--- config.mk ---
export PLATFORM = sky130hd
export DESIGN_NAME = multicycle_controller
export DESIGN_NICKNAME = d
export VERILOG_FILES = /design/src/rtl/multicycle_controller.sv
export SDC_FILE = /design/constraint.sdc
export NUM_CORES = 1
export LEC_CHECK = 0
export CELL_PAD_IN_SITES_DETAIL_PLACEMENT = 1
export CELL_PAD_IN_SITES_GLOBAL_PLACEMENT = 2
export CORE_ASPECT_RATIO = 0.7
export CORE_MARGIN = 5
export CORE_UTILIZATION = 24
export CTS_BUF_LIST = sky130_fd_sc_hd__clkbuf_8
export DETAILED_ROUTE_END_ITERATION = 10
export PLACE_DENSITY = 0.95
export SKIP_LAST_GASP = 1
export SLEW_MARGIN = 25
export SYNTH_ARGS = -nofsm -noshare
export SYNTH_HDL_FRONTEND = slang
export SYNTH_SLANG_ARGS = --single-unit
--- constraint.sdc ---
create_clock -name i_clk -period 3.6 [get_ports i_clk]
set_input_delay 0.54 -clock i_clk [delete_from_list [all_inputs] [get_ports i_clk]]
set_output_delay 0.54 -clock i_clk [all_outputs]
set_load 0.01 [all_outputs]
--- src/rtl/multicycle_controller.sv ---
// multicycle_controller: multi-cycle control FSM for an ARM-style datapath.
// Sequences fetch/decode/execute/memory/writeback, holds NZCV and traps memory timeouts.
module multicycle_controller #(
    parameter int WAIT_LIMIT = 15
) (
    input  logic        i_clk,
    input  logic        i_rst_n,
    input  logic [31:0] i_instruction,
    input  logic [3:0]  i_alu_flags,
    input  logic        i_mem_ready,
    output logic        o_pc_write,
    output logic        o_ir_write,
    output logic        o_mem_read,
    output logic        o_mem_write,
    output logic        o_adr_src,
    output logic        o_reg_write,
    output logic        o_pc_src,
    output logic        o_alu_src_b,
    output logic        o_result_src,
    output logic [3:0]  o_alu_control,
    output logic [3:0]  o_flags,
    output logic        o_undef_instr,
    output logic        o_bus_error
);
    localparam int CW = $clog2(WAIT_LIMIT + 1);

    typedef enum logic [3:0] {
        S_FETCH, S_DECODE, S_EXEC, S_ALU_WB, S_MEM_ADR,
        S_MEM_RD, S_MEM_WB, S_MEM_WR, S_BRANCH, S_ERROR
    } state_t;

    state_t        r_state, w_next;
    logic [3:0]    r_flags;
    logic [CW-1:0] r_wait, w_wait_inc;
    logic          r_undef, w_undef;
    logic          w_cond_ok, w_cmd_ok, w_is_cmp, w_flag_we, w_mem_state, w_timeout;
    logic [3:0]    w_alu_op;
    logic          w_pc_write, w_ir_write, w_mem_read, w_mem_write, w_reg_write;
    logic [3:0]    w_cond, w_cmd;
    logic [1:0]    w_op;
    logic          w_i, w_s, w_n, w_z, w_c, w_v, w_unused;

    assign w_cond   = i_instruction[31:28];
    assign w_op     = i_instruction[27:26];
    assign w_i      = i_instruction[25];
    assign w_cmd    = i_instruction[24:21];
    assign w_s      = i_instruction[20];
    assign w_unused = ^i_instruction[19:0];
    assign {w_n, w_z, w_c, w_v} = r_flags;

    always_comb begin
        w_cond_ok = 1'b0;
        case (w_cond)
            4'h0: w_cond_ok = w_z;
            4'h1: w_cond_ok = !w_z;
            4'h2: w_cond_ok = w_c;
            4'h3: w_cond_ok = !w_c;
            4'h4: w_cond_ok = w_n;
            4'h5: w_cond_ok = !w_n;
            4'h6: w_cond_ok = w_v;
            4'h7: w_cond_ok = !w_v;
            4'h8: w_cond_ok = w_c && !w_z;
            4'h9: w_cond_ok = !w_c || w_z;
            4'hA: w_cond_ok = w_n == w_v;
            4'hB: w_cond_ok = w_n != w_v;
            4'hC: w_cond_ok = !w_z && (w_n == w_v);
            4'hD: w_cond_ok = w_z || (w_n != w_v);
            4'hE: w_cond_ok = 1'b1;
            default: w_cond_ok = 1'b0;
        endcase
    end

    // CMP shares the SUB ALU code but never writes back
    always_comb begin
        w_cmd_ok = 1'b1;
        w_alu_op = 4'b0000;
        case (w_cmd)
            4'b0100:          w_alu_op = 4'b0000;
            4'b0010, 4'b1010: w_alu_op = 4'b0001;
            4'b0000:          w_alu_op = 4'b0010;
            4'b1100:          w_alu_op = 4'b0011;
            4'b0001:          w_alu_op = 4'b0100;
            4'b1101:          w_alu_op = 4'b0101;
            default:          w_cmd_ok = 1'b0;
        endcase
    end

    assign w_is_cmp    = w_cmd == 4'b1010;
    assign w_mem_state = r_state == S_FETCH || r_state == S_MEM_RD || r_state == S_MEM_WR;
    assign w_wait_inc  = r_wait + CW'(1);
    assign w_timeout   = w_mem_state && !i_mem_ready && w_wait_inc == CW'(WAIT_LIMIT);

    always_comb begin
        w_next        = r_state;
        w_undef       = 1'b0;
        w_flag_we     = 1'b0;
        w_pc_write    = 1'b0;
        w_ir_write    = 1'b0;
        w_mem_read    = 1'b0;
        w_mem_write   = 1'b0;
        w_reg_write   = 1'b0;
        o_adr_src     = 1'b0;
        o_pc_src      = 1'b0;
        o_alu_src_b   = 1'b0;
        o_result_src  = 1'b0;
        o_alu_control = 4'b0000;
        case (r_state)
            S_FETCH: begin
                w_mem_read = 1'b1;
                w_ir_write = i_mem_ready;
                w_pc_write = i_mem_ready;
                w_next     = i_mem_ready ? S_DECODE : S_FETCH;
            end
            S_DECODE: begin
                w_next  = !w_cond_ok    ? S_FETCH :
                          w_op == 2'b00 ? S_EXEC :
                          w_op == 2'b01 ? S_MEM_ADR :
                          w_op == 2'b10 ? S_BRANCH : S_FETCH;
                w_undef = w_cond_ok && w_op == 2'b11;
            end
            S_EXEC: begin
                o_alu_src_b   = w_i;
                o_alu_control = w_alu_op;
                w_flag_we     = w_cmd_ok && (w_s || w_is_cmp);
                w_undef       = !w_cmd_ok;
                w_next        = (!w_cmd_ok || w_is_cmp) ? S_FETCH : S_ALU_WB;
            end
            S_ALU_WB: begin
                w_reg_write = 1'b1;
                w_next      = S_FETCH;
            end
            S_MEM_ADR: begin
                o_alu_src_b = 1'b1;
                w_next      = w_s ? S_MEM_RD : S_MEM_WR;
            end
            S_MEM_RD: begin
                w_mem_read = 1'b1;
                o_adr_src  = 1'b1;
                w_next     = i_mem_ready ? S_MEM_WB : S_MEM_RD;
            end
            S_MEM_WB: begin
                w_reg_write  = 1'b1;
                o_result_src = 1'b1;
                w_next       = S_FETCH;
            end
            S_MEM_WR: begin
                w_mem_write = 1'b1;
                o_adr_src   = 1'b1;
                w_next      = i_mem_ready ? S_FETCH : S_MEM_WR;
            end
            S_BRANCH: begin
                w_pc_write = 1'b1;
                o_pc_src   = 1'b1;
                w_next     = S_FETCH;
            end
            S_ERROR: w_next = S_ERROR;
            default: w_next = S_FETCH;
        endcase
        if (w_timeout) w_next = S_ERROR;
    end

    // enables are masked by reset so an aborted instruction cannot write back
    assign o_pc_write    = w_pc_write && i_rst_n;
    assign o_ir_write    = w_ir_write && i_rst_n;
    assign o_mem_read    = w_mem_read && i_rst_n;
    assign o_mem_write   = w_mem_write && i_rst_n;
    assign o_reg_write   = w_reg_write && i_rst_n;
    assign o_flags       = r_flags;
    assign o_undef_instr = r_undef;
    assign o_bus_error   = r_state == S_ERROR;

    always_ff @(posedge i_clk or negedge i_rst_n) begin
        if (!i_rst_n) begin
            r_state <= S_FETCH;
            r_flags <= 4'b0000;
            r_wait  <= '0;
            r_undef <= 1'b0;
        end else begin
            r_state <= w_next;
            r_undef <= w_undef;
            r_wait  <= (w_mem_state && !i_mem_ready && !w_timeout) ? w_wait_inc : '0;
            if (w_flag_we) r_flags <= i_alu_flags;
        end
    end
endmodule
==> results of run 1 <==
==> placed cells by master (no fill, tap or decap), types with 2 or more instances in the layout <==
master	n
clkdlybuf4s50_1	36
nor2_1	17
nand2_1	14
dfrtp_1	13
nor3_1	9
a21oi_1	8
inv_1	7
nor2b_1	5
nand3_1	5
nand3b_1	5
nand2b_1	4
xnor2_1	4
mux2_2	4
nor3b_1	3
o21ai_0	3
o21ai_1	3
o22a_1	3
clkbuf_8	3
mux2i_1	2
and3b_1	2
xor2_1	2
o21a_1	2
a41o_1	2
o31ai_1	2
a211oi_1	2
and3_1	2
ha_1	2
==> cell usage after synthesis, types with 3 or more instances <==
library cell,instances
nand3b_1,5
clkbuf_1,4
dfrtp_1,13
nor2b_1,5
xnor2_1,4
nand2b_1,4
nand2_1,14
nand3_1,5
nor2_1,17
o22a_1,3
mux2_2,4
nor3b_1,3
o21ai_1,3
nor3_1,9
o21ai_0,3
a21oi_1,8
inv_1,7
==> worst paths after layout <==
| check | start | to | slack (ns) | cells after the start |
|---|---|---|---|---|
| max in group asynchronous | i_rst_n | r_state[2] | 2.67 | 2 |
| min in group asynchronous | i_rst_n | r_wait[3] | 0.77 | 2 |
| setup / recovery | i_instruction[23] | o_alu_control[1] | 0.80 | 5 |
| hold / removal | r_wait[0] | r_wait[0] | 0.55 | 1 |
| setup reg to reg | r_state[2] | r_state[1] | 1.78 | 4 |
| hold reg to reg | r_wait[0] | r_wait[0] | 0.55 | 1 |
==> layout make-up <==
type / count / share of cell area [%]
clock buffer: 3 / 2.52
clock inverter: 1 / 0.306
timing repair buffer: 37 / 22.5
multi-input combinational: 122 / 47.9
tap: 69 / 5.28
inverter: 7 / 1.61
sequential: 13 / 19.9
==> metal layers <==
layer  global-route usage, %  routed length, um  vias up
met5                       0                  0        -
met4                    1.62                 27        0
met2                    16.8               1520       26
met3                    1.95                191        4
met1                    16.6               1750      587
li1                        -                  -      606
==> sequential cells by signal (all words and copies together), names as in the netlist <==
signal	count
o_flags	4
r_wait	4
o_undef_instr	1
r_state	4
==> through the flow <==
| stage | cells | total power (uW) | utilization [%] |
|---|---|---|---|
| 2_1_floorplan | 150 | 569 | - |
| 3_3_place_gp | 248 | 751 | 33.3 |
| 3_5_place_dp | 248 | 769 | 33.3 |
| 4_1_cts | 252 | 900 | 34.2 |
| 5_1_grt | 252 | 967 | 34.2 |
| 6_report | 252 | 893 | 34.2 |
==> worst reg2reg max path, delay by kind of cell, from the launching register on <==
family | cells | cell delay [ns]
flops | 1 | 0.55
compound gates | 2 | 0.74
simple gates | 2 | 0.46
==> cells by family after synthesis <==
group / count (synthesis) / synth area share [%]
flip-flops: 13 / 27.6
AO/OA/AOI/OAI: 36 / 22.1
XOR/XNOR: 6 / 4.45
multiplexers: 6 / 5.51
buffers and inverters: 15 / 5.94
AND/OR/NAND/NOR: 71 / 32.0
adder cells (fa/ha/maj): 2 / 2.12
other: 1 / 0.318
==> where the power goes <==
part	total, uW	internal (uW)	switching (uW)
registers	301	192	109
logic	463	246	217
clock network	129	76.4	52.8
==> flow_summary.toml, run 1 <==
[timing]
worst_slack_ns = 0.803
drv_slew = 0
period_share_pct = 77.7
setup-tns-final_ns = 0
skew_ns = 0.00441
max_freq_mhz = 358
rsz0062_at_grt = "false"
whs_ns = 0.552
finalCriticalPeriod_ns = 2.80
finalHoldViolations = 0
finalSetupViolations = 0

[floorplan]
rows = 21
die_w_um = 93.8
die_area_um2 = 6440
core_area_um2 = 4780
ios = 58
die-height_um = 68.7
initial_core_util_pct = 24.7

[synthesis]
synth_top_cell_area_share_pct = 27.6
synthCells = 150
yosysTopAreaCell = "dfrtp_1"
synth_async_sr_flop_share_pct = 100
synth_top_cells_by_area = "dfrtp_1, nor2_1, nand2_1"
synth_top_flop_cell = "dfrtp_1"
yosys_warnings = 0
synth_cell_types = 46
synth_area_um2 = 1180
synth_nets = 191
ys_seq_elements = 13
avgSynthCellArea_um2 = 7.87
synth_edf_count = 0
ys_seq_area_share_pct = 27.6

[placed_design]
place_ws_ns = 0.805
dp_hpwl_um = 2850
place_area_um2 = 1590
port_buffers = 36
gp_congestion = 0.830

[final_layout]
stdcell_area_um2 = 1640
multi_input_area_um2 = 785
area_growth_syn_to_layout_pct = 38.7
fillers = 589
regArea_um2 = 325
finalNetCount = 225
drive_above_1_share_pct = 6.01
insertedDiodeCount = 0

[global_route]
grt_pass1_wl_um = 5750
grt.total_usage_pct = 11.1
antenna_found_initial = 0
grt_pass1_vias = 1172
grt_max_degree = 16
grt_overflow_total = 0

[detailed_routing]
viasPerCell = 4.85
routed_wl_um = 3490
ant_nets = 0
drc_errors = 0
initialDrtViolationCount = 75
first_pass_iters = 4
dr_total_vias = 1223
wire_per_inst_um = 13.8

[critical_path]
critPathMaxStageDelay_ns = 0.57
worst-path-max-fanout = 5
critical_path_class = "in -> out"
critPathArrivalTime_ns = 2.26
slowest_stage = "clkdlybuf4s50_1"
worst_path_dominant_cell_family = "buffers and inverters"
start_kind = "primary input"
path_cells = "clkdlybuf4s50_1 > nor2b_1 > nor3_1 > nor3b_1 > clkdlybuf4s50_1"
cp_num_buf_inv = 2
crit_required_ns = 3.06
worst_setup_path_end_kind = "primary output"
cpMostUsedCell = "clkdlybuf4s50_1"

[power_and_ir_drop]
p_leak_uw = 0.000664
p_per_area_nw_per_um2 = 546
ir_drop_v = 0.000127

[worst_hold_path]
worstHoldPathType = "reg -> reg"

[clock_tree]
hold_buffers = 0
path_clk_slew_ns = 0.06
cts_made_buffers = 3
cts-resized-gates = 0
cts.path.max_buffers = 2
htreeDepth = 1
cts_tree = "done"
cts_setup_buffers = 0
insertion_delay_ns = 0.24
cts_root_buffer = "clkbuf_8"
cts_sinks = 13

[status]
status = "completed"

[run]
drv_cap = 0
(Power assumes the default switching activity.)
==> inputs of run 2 (changes only) <==
CORE_UTILIZATION = 22   (was 24)
PLACE_DENSITY = 0.93   (was 0.95)
clock period = 2.6 ns   (was 3.6 ns; I/O delays follow)
==> run 2 against run 1 <==
  * Power grew 43%
  * Critical path depth is the same
  * Critical path type unchanged
  * Sequential power grew 17%
  * Clock power grew 40%
  * Global-route usage shrank 1.1 points
  * Die area grew 7.9%
  * Final area grew 3.0%
  * Combinational power grew 60%
==> flow_summary.toml, run 2 (synthesis gave the netlist of run 1 again) <==
[final_layout]
fillers = 649
insertedDiodeCount = 0
final_util_pct = 32.2
layout_common_cells = "clkdlybuf4s50_1, nor2_1, nand2_1, dfrtp_1, nor3_1"
layout_commonest_cell = "clkdlybuf4s50_1"
area_growth_syn_to_layout_pct = 42.8
stdcell_area_um2 = 1690
drive_above_1_share_pct = 8.99
finalNetCount = 231

[timing]
rsz0062_at_grt = "false"
finalHoldViolations = 0
max_freq_mhz = 403
finalCriticalPeriod_ns = 2.48
finalSetupViolations = 0
skew_ns = 0.00145
period_share_pct = 95.4
drv_slew = 0
setup-tns-final_ns = 0

[floorplan]
ios = 58
core_area_um2 = 5230
die_w_um = 97.5
die_area_um2 = 6950
rows = 22
initial_core_util_pct = 22.6
die-height_um = 71.3

[global_route]
grt_overflow_total = 0
grt.total_usage_pct = 9.96
grt_pass1_vias = 1205
grt_pass1_wl_um = 5860
grt_max_degree = 15
antenna_found_initial = 0

[placed_design]
gp_congestion = 0.756
dp_hpwl_um = 2930
port_buffers = 36
place_area_um2 = 1640

[power_and_ir_drop]
ir_drop_v = 0.000190
p_leak_uw = 0.000694
p_per_area_nw_per_um2 = 756

[clock_tree]
cts.path.max_buffers = 2
cts_tree = "done"
cts_sinks = 13
hold_buffers = 0
insertion_delay_ns = 0.25
path_clk_slew_ns = 0.06
htreeDepth = 1
cts_root_buffer = "clkbuf_8"
cts-resized-gates = 0
cts_setup_buffers = 0
cts_made_buffers = 3

[critical_path]
crit_required_ns = 2.21
start_kind = "primary input"
worst-path-max-fanout = 5
critical_path_class = "in -> out"
worst_setup_path_end_kind = "primary output"
critPathArrivalTime_ns = 2.09
rrSetupSlack_ns = 0.87

[detailed_routing]
routed_wl_um = 3570
first_pass_iters = 4
dr_total_vias = 1232
initialDrtViolationCount = 81
viasPerCell = 4.72
ant_nets = 0
wire_per_inst_um = 13.7
drc_errors = 0

[status]
status = "completed"

[worst_hold_path]
worstHoldPathType = "in -> async"

[run]
drv_cap = 0
==> run 2: layout make-up <==
class	count	area (um2)	share of cell area, %
Tap cell	72	90.1	5.35
Clock buffer	3	41.3	2.45
Clock inverter	1	5.00	0.297
Sequential cell	13	325	19.3
Multi-Input combinational cell	122	785	46.5
Inverter	7	26.3	1.56
Timing Repair Buffer	43	413	24.5
==> run 2: worst max-delay path, stage by stage <==
cell and delay (ns):
clkdlybuf4s50_1 0.48, nor2b_1 0.18, nor3_1 0.25, nor3b_1 0.22, clkdlybuf4s50_1 0.57
==> run 2: through the flow <==
stage / total power (uW) / hold WS (ns) / setup WS [ns] / cells
2_1_floorplan: 788 / 0.0944 / 0.922 / 150
3_5_place_dp: 1100 / 0.542 / 0.116 / 257
6_report: 1270 / 0.365 / 0.119 / 261
5_1_grt: 1370 / 0.382 / 0.0303 / 261
3_3_place_gp: 1070 / 0.522 / 0.104 / 257
4_1_cts: 1290 / 0.372 / 0.0984 / 261
==> run 2: report_power, final <==
| group | total [uW] | internal [uW] | switching [uW] | leakage [uW] |
|---|---|---|---|---|
| Combinational | 742 | 371 | 371 | 0.000497 |
| Sequential | 351 | 267 | 84.1 | 0.000172 |
| Clock | 181 | 106 | 75.1 | 0.0000255 |
==> run 2: path summary, 6_finish.rpt <==
check                           cells past startpoint         startpoint               end
worst max-delay path                                5  i_instruction[23]  o_alu_control[1]
worst min-delay path                                1            i_rst_n         r_wait[2]
worst max register to register                      6         o_flags[3]        r_state[1]
worst min register to register                      1          r_wait[0]         r_wait[0]
max in group asynchronous                           2            i_rst_n     o_undef_instr
min in group i_clk                                  1          r_wait[0]         r_wait[0]
==> run 2: metal layers <==
layer  up-vias  global-route usage [%]  wire, um
li1        622                       -         -
met1       575                    14.7      1900
met2        33                    14.5      1480
met3         2                    2.82       186
met4         0                    1.84        11
met5         -                       0         0
==> inputs of run 3 (changes only) <==
ABC_AREA = 1   (was unset)
CAP_MARGIN = 20   (was unset)
CORE_UTILIZATION = 19   (was 22)
PLACE_DENSITY = unset   (was 0.93)
PLACE_DENSITY_LB_ADDON = 0.1   (was unset)
==> run 3 against run 2 <==
  * Cell count up 7.3%
  * Register-to-register slack gained 0.31 ns
  * Final area down 7.1%
  * Area after synthesis decreased by 9.5%
  * Critical path type is now reg -> out
  * Largest power group unchanged
  * Highest routed layer unchanged
==> flow_summary.toml, run 3 <==
[status]
status = "completed"

[detailed_routing]
ant_nets = 0
initialDrtViolationCount = 29
wire_per_inst_um = 12.4
dr_total_vias = 1181
routed_wl_um = 3460
viasPerCell = 4.22
drc_errors = 0
first_pass_iters = 4

[clock_tree]
hold_buffers = 0
path_clk_slew_ns = 0.06
htreeDepth = 1
cts_tree = "done"
insertion_delay_ns = 0.24
cts.path.max_buffers = 2
cts_made_buffers = 3
cts_root_buffer = "clkbuf_8"
cts_sinks = 13

[synthesis]
yosys_warnings = 0
synth_top_cell_area_share_pct = 30.5
synth_top_flop_cell = "dfrtp_1"
synth_top_cells_by_area = "dfrtp_1, nand2_1, nor2_1"
synth_cell_types = 26
ys_seq_area_share_pct = 30.5
synthCells = 168
synth_async_sr_flop_share_pct = 100
synth.most_common_cell = "nand2_1"
yosysTopAreaCell = "dfrtp_1"
synth_area_um2 = 1070
synth_nets = 209
ys_seq_elements = 13
synth_edf_count = 0
avgSynthCellArea_um2 = 6.35
ys_top_cells_by_count = "nand2_1, nor2_1, inv_1"

[critical_path]
worst-path-max-fanout = 6
r2r_start = "o_flags[0]"
critical_path_class = "reg -> out"
reg2regPathDepth = 11
worst_setup_path_end_kind = "primary output"
crit_required_ns = 2.21
r2r-end = "o_undef_instr"
critPathArrivalTime_ns = 2.02
rrSetupSlack_ns = 1.18
start_kind = "flop"

[placed_design]
port_buffers = 36
place_area_um2 = 1520
dp_hpwl_um = 3040
gp_congestion = 0.765

[run]
drv_cap = 0

[timing]
setup-tns-final_ns = 0
finalCriticalPeriod_ns = 2.41
whs_ns = 0.496
period_share_pct = 92.7
rsz0062_at_grt = "false"
max_freq_mhz = 415
drv_slew = 0
skew_ns = 0.00140
finalHoldViolations = 0
finalSetupViolations = 0

[global_route]
grt.total_usage_pct = 9.62
antenna_found_initial = 0
grt_pass1_wl_um = 5730
grt_max_degree = 14
grt_pass1_vias = 1173
grt_overflow_total = 0

[final_layout]
stdcell_area_um2 = 1570
final_util_pct = 29.3
drive_above_1_share_pct = 7.69
fillers = 685
layout_commonest_cell = "clkdlybuf4s50_1"
regArea_um2 = 325
layout_common_cells = "clkdlybuf4s50_1, nand2_1, inv_1, nor2_1, nand3_1"
area_growth_syn_to_layout_pct = 46.7
multi_input_area_um2 = 613
insertedDiodeCount = 0
finalNetCount = 250

[floorplan]
rows = 22
ios = 58
die_area_um2 = 7240
core_area_um2 = 5340
initial_core_util_pct = 20.0
die_w_um = 99.6
die-height_um = 72.7

[power_and_ir_drop]
p_per_area_nw_per_um2 = 761
p_comb_share_pct = 55.6
power.internal_uw = 660
switching_share_pct = 44.6
switchingPower_uw = 532
seq_power_share_pct = 29.6
p_leak_uw = 0.000755
ir_drop_v = 0.000205
p_clk_share_pct = 14.8

[worst_hold_path]
worstHoldPathType = "in -> async"
## run 3: cell count changes after synthesis, sizes merged, moves of 4 or more
cell / previous run / this run
nor2: 17 / 34
o21ai: 6 / 2
nor2b: 5 / 0
clkbuf: 4 / 0
nand2: 14 / 36
nand3: 5 / 17
nand2b: 4 / 0
inv: 7 / 33
## run 3: worst max-delay path by stage
stage / startpoint / endpoint
after global routing: r_state[2] / o_pc_write
after global placement: i_instruction[24] / o_alu_control[0]
final: r_state[0] / o_pc_write
after CTS: r_state[2] / o_pc_write
after floorplan: r_state[0] / o_pc_write
after detailed placement: i_instruction[24] / o_alu_control[0]
## run 3: cell families (layout without fill, tap and decap cells)
kind of cell    Yosys count  in the layout  share of synthesized area, %
other cells               1              1                         0.351
buf+inv                  34             74                          12.3
xor+xnor                  2              2                          1.64
flops                    13             13                          30.5
simple gates            100            100                          43.7
mux                       1              1                          1.41
compound gates           15             15                          7.74
fa+ha+maj                 2              2                          2.34
## run 3: routing by layer
metal  wire length (um)  track usage, %  up-vias
met3                164            3.06        2
met5                  0               0        -
met2               1410            14.1       19
met1               1890            14.1      549
met4                  8           0.909        0
li1                   -               -      611
## run 3: critical path, stage by stage, from the launching register on
cell	delay, ns
dfrtp_1	0.45
nor2_1	0.19
inv_1	0.08
nor2_1	0.13
inv_1	0.09
nor2_1	0.16
nor2_1	0.06
nor2_1	0.09
clkdlybuf4s50_1	0.54
## run 3: final cells by class
type	count	share of cell area [%]
clock buffer	3	2.64
sequential	13	20.8
inverter	33	7.91
clock inverter	1	0.240
tap	72	5.76
timing repair buffer	37	23.5
multi-input combinational	121	39.2
## run 3: power by group through the flow
stage	combinational [uW]	clock (uW)	sequential, uW
3_5_place_dp	669	0	356
6_report	663	176	353
4_1_cts	673	185	353
2_1_floorplan	383	0	352
3_3_place_gp	669	0	353
5_1_grt	734	195	366
## run 3: timing repair
| item | in CTS | in global routing |
|---|---|---|
| resized for setup | 0 | 1 |
| buffers inserted | 0 | 0 |
| endpoints found under the setup margin | 0 | 1 |
## run 3: per-stage QoR
stage / setup WS [ns] / total power [uW] / instances
after floorplan: 1.01 / 735 / 168
after global placement: 0.329 / 1020 / 276
after detailed placement: 0.318 / 1020 / 276
after CTS: 0.115 / 1210 / 280
after global routing: 0.0234 / 1300 / 280
final: 0.190 / 1190 / 280
